## src/rtl/psum_accum_ctrl.sv

```systemverilog
// Partial-sum accumulation controller: drives an external lane adder and
// reduces a job of cfg_len vectors into one held result.
module psum_accum_ctrl #(
  parameter int N_STACK = 4,
  parameter int DW_DATA = 32,
  parameter int DW_CNT  = 8
) (
  input  logic                       clk,
  input  logic                       rst_n,
  input  logic                       start,
  input  logic [DW_CNT-1:0]          cfg_len,
  input  logic                       abort,
  output logic                       busy,
  input  logic                       in_valid,
  output logic                       in_ready,
  input  logic [N_STACK*DW_DATA-1:0] in_data,
  output logic                       out_valid,
  input  logic                       out_ready,
  output logic [N_STACK*DW_DATA-1:0] out_data,
  output logic [N_STACK*DW_DATA-1:0] add_a,
  output logic [N_STACK*DW_DATA-1:0] add_b,
  input  logic [N_STACK*DW_DATA-1:0] add_sum
);

  typedef enum logic [1:0] {
    S_IDLE  = 2'd0,
    S_ACCUM = 2'd1,
    S_DONE  = 2'd2
  } state_t;

  state_t                     r_state;
  state_t                     w_next;
  logic [N_STACK*DW_DATA-1:0] r_acc;
  logic [DW_CNT-1:0]          r_cnt;
  logic [DW_CNT-1:0]          r_len;

  logic              w_start;
  logic              w_in_hs;
  logic              w_last;
  logic [DW_CNT-1:0] w_len_m1;

  // abort outranks a start in the same cycle
  assign w_start  = (r_state == S_IDLE) & start & ~abort;
  assign w_in_hs  = (r_state == S_ACCUM) & in_valid;
  assign w_len_m1 = r_len - DW_CNT'(1);
  assign w_last   = w_in_hs & (r_cnt == w_len_m1);

  assign add_a    = r_acc;
  assign add_b    = in_data;
  assign out_data = r_acc;

  always_ff @(posedge clk or negedge rst_n) begin
    if (!rst_n) begin
      r_state <= S_IDLE;
    end else begin
      r_state <= w_next;
    end
  end

  always_comb begin
    w_next = r_state;
    if (abort) begin
      w_next = S_IDLE;
    end else begin
      unique case (r_state)
        S_IDLE: begin
          if (start) begin
            w_next = (cfg_len == '0) ? S_DONE : S_ACCUM;
          end
        end
        S_ACCUM: begin
          if (w_last) begin
            w_next = S_DONE;
          end
        end
        S_DONE: begin
          if (out_ready) begin
            w_next = S_IDLE;
          end
        end
        default: w_next = S_IDLE;
      endcase
    end
  end

  always_comb begin
    busy      = 1'b0;
    in_ready  = 1'b0;
    out_valid = 1'b0;
    unique case (r_state)
      S_IDLE: begin
        busy = 1'b0;
      end
      S_ACCUM: begin
        busy     = 1'b1;
        in_ready = 1'b1;
      end
      S_DONE: begin
        busy      = 1'b1;
        out_valid = 1'b1;
      end
      default: begin
        busy = 1'b0;
      end
    endcase
  end

  // acc survives the output handshake; only start or abort clears it
  always_ff @(posedge clk or negedge rst_n) begin
    if (!rst_n) begin
      r_acc <= '0;
      r_cnt <= '0;
      r_len <= '0;
    end else if (abort) begin
      r_acc <= '0;
      r_cnt <= '0;
    end else if (w_start) begin
      r_len <= cfg_len;
      r_acc <= '0;
      r_cnt <= '0;
    end else if (w_in_hs) begin
      r_acc <= add_sum;
      r_cnt <= r_cnt + DW_CNT'(1);
    end
  end

endmodule

```

## config.mk

```make
export PLATFORM = sky130hd
export DESIGN_NAME = psum_accum_ctrl
export DESIGN_NICKNAME = d
export VERILOG_FILES = /design/src/rtl/psum_accum_ctrl.sv
export SDC_FILE = /design/constraint.sdc
export NUM_CORES = 1
export LEC_CHECK = 0
export CAP_MARGIN = 20
export CORE_AREA = 2 2 258 260
export DETAILED_ROUTE_END_ITERATION = 16
export DIE_AREA = 0 0 260 262
export PLACE_DENSITY_LB_ADDON = 0.15
export RECOVER_POWER = 50
export SYNTH_ARGS = -nofsm -noshare
export SYNTH_HDL_FRONTEND = slang
export SYNTH_SLANG_ARGS = --single-unit
```

## constraint.sdc

```tcl
create_clock -name clk -period 4.6 [get_ports clk]
set_clock_uncertainty 0.1 [all_clocks]
set_input_delay 0.92 -clock clk [delete_from_list [all_inputs] [get_ports clk]]
set_output_delay 0.92 -clock clk [all_outputs]
set_load 0.05 [all_outputs]
```

==> metrics.md <==
| Metric | Value |
|---|---|
| Crit-path leading delay family | buffers and inverters |
| Area contributors post-synth | dfrtp_1, buf_4, nand2_1 |
| Worst endpoint required time | 4840 ps |
| Mean Syn Cell Area | 8.67 µm² |
| Initial antenna violation count | 0 |
| DR iter-0 viols | 237 |
| Post-CTS setup buffer count | 0 |
| First-pass GRT wire length | 43.7 mm |
| Crit share post-route | 71.1% |
| Cts bufs inserted | 17 |
| Distinct cells, synth | 38 |
| # rows | 94 |
| ANT cells | 0 |
| Crit-path max FO | 41 |
| Vias per inst | 3.30 |
| Reg clk slew, reported paths | 70 ps |
| Post-synth EDFFs | 0 |
| P_leak | 4.34 nW |
| MaxCap Viol Count | 2 |
| RSZ-0062 raised after global routing | false |
| Most common cell after layout, fill and taps aside | clkdlybuf4s50_1 |
| Post-synthesis sequential area ratio | 45.4% |
| Clock Tree Buf Depth | 2 |
| IO Pins | 657 |
| Core Box Area | 0.0653 mm² |
| Global placement routability congestion | 0.673 |
| Avg WL per Cell | 15.8 µm |
| Drt pass-1 iters | 4 |
| Fin. max-slew vios | 111 |
| Starting Density | 12.3% |
| # setup viols final | 0 |
| Setup TNS | 0 ps |
| Post-synthesis cell area | 0.00804 mm² |
| Worst-skew pair later-pin latency | 470 ps |
| Measured slew at the worst slew-check pin | 2120 ps |
| CTS tree | built |
| Yosys top cell by area | dfrtp_1 |
| Die Area | 0.0681 mm² |
| Synth warn | 0 |
| Routed WL | 30.5 mm |
| Crit Path Class | in -> reg |
| Remaining antenna violation count | 0 |
| Vias in the first global route | 6486 |
| CTS resizes | 0 |
| Cell Pwr Density | 432 mW/mm² |
| Largest net degree at the start of global routing | 129 |
| CTS Root Cell | clkbuf_16 |
| Die Span Y | 262 µm |
| Hold buffers post-CTS | 0 |
| Crit-path cells | dlygate4sd3_1 -> inv_1 -> nand2_1 -> buf_4 -> a21oi_1 |
| IO Port Bufs | 400 |
| Synthesis-to-finish area growth | 46.0% |
| Clock sinks | 146 |
| Fmax | 306 MHz |
| Startpoint types | input port |
| CP max stage delay | 1210 ps |
| Most frequent cells in the layout | clkdlybuf4s50_1, nand2_1, dfrtp_1 |
| Share of cells above drive strength 1 | 5.15% |
| Number of synthesized register bits | 146 |
| Tmin final | 3270 ps |
| Dpl cells | 1899 |
| Hold Fails Final Rpt | 0 |
| Failing checks | max-capacitance violations, max-slew violations |
| Fraction of registers with async set/reset | 100% |
| Data arrival, critical path | 3510 ps |
| Layout Nets | 1329 |
| Die Wd | 260 µm |
| Critical Path End Type | flip-flop |
| Top cell type's share of synthesized area | 45.4% |
| Non-Filler Instances | 1931 |
| CP max-delay cell | nand2_1 |
| DP HPWL | 22.0 mm |
| Worst Hold Slack | 447 ps |
| H-tree level count | 4 |
| Worst min path class | reg -> reg |
| DR DRC count | 0 |
| Total routing usage reported by global routing | 8.85% |
| Synth Net Count | 1203 |
| Status | finished with violations |
| Maximum vdd ir drop | 0.000268 V |
| Routed vias | 6366 |
| Max_slew headroom | -41.0% |
| Post-Syn Instances | 928 |
| Overall overflow remaining after global route | 0 |
| Ys flop type | dfrtp_1 |
| WP buf/inv | 3 |
where the power goes:
group          total (mW)  switching [mW]  internal, mW
sequential           1.58           0.159          1.42
clock                1.49           0.633         0.855
combinational        2.01            1.35         0.662
stage by stage:
stage                     power, mW  cell area (µm²)  setup slack (ps)  util [%]
after CTS                      5.23            11800              1290      18.0
after global placement         3.66            11200              1690      17.1
after floorplan                3.25             8040              2240         -
after global routing           5.40            11700              1100      18.0
after detailed placement       3.66            11200              1650      17.1
final                          5.08            11700              1330      18.0
layer usage:
| metal | vias up | share of wire (%) | track usage [%] | wire [µm] |
|---|---|---|---|---|
| met4 | 0 | 4.3 | 5.48 | 1310 |
| met1 | 3042 | 40 | 10.2 | 12400 |
| met3 | 83 | 6.4 | 2.70 | 1960 |
| met2 | 289 | 49 | 14.4 | 14900 |
| met5 | - | 0 | 0 | 0 |
| li1 | 2952 | - | - | - |
registers in the layout (all words and copies together) (netlist names):
| signal | flops |
|---|---|
| r_state | 2 |
| r_cnt | 8 |
| r_len | 8 |
| add_a | 128 |
worst paths after layout:
path | from | end | slack [ps] | cells past startpoint
max | abort | add_a[33] | 1330 | 5
min | r_len[7] | r_len[7] | 450 | 1
max reg2reg | r_state[0] | add_a[33] | 1660 | 6
max in group asynchronous | rst_n | add_a[73] | 1590 | 2
min in group asynchronous | rst_n | add_a[6] | 930 | 1
min reg2reg | r_len[7] | r_len[7] | 450 | 1
kinds of logic (layout without fill, tap and decap cells):
kind of cell	count (synthesis)	after routing	synth area share [%]
buf+inv	308	447	26.3
mux	9	9	1.24
xor+xnor	12	12	1.31
flops	146	146	45.4
compound gates	145	145	9.80
fa+ha+maj	5	5	0.778
simple gates	303	303	15.1
cells in the mapped netlist, types with 2 or more instances:
master and number:
clkbuf_1 39, dfrtp_1 146, nor2_1 9, mux2_2 8
xnor2_1 2, xor2_1 10, nand2b_1 2, buf_4 256
nor4_1 2, o21ai_0 4, or2b_2 2, nand2_1 269
a21oi_1 133, or3_1 2, nor3_1 3, nand4_1 3
ha_1 5, inv_1 8, nor3b_1 2, buf_1 5
final cells by class:
type / count / area (µm²)
fillers: 7272 / 53500
repair buffers: 407 / 4100
flip-flops and latches: 146 / 3650
multi-input cells: 474 / 2280
well taps: 864 / 1080
clock buffers: 20 / 437
clock inverters: 12 / 158
inverters: 8 / 30.0
Power figures use the tool's default switching activity.
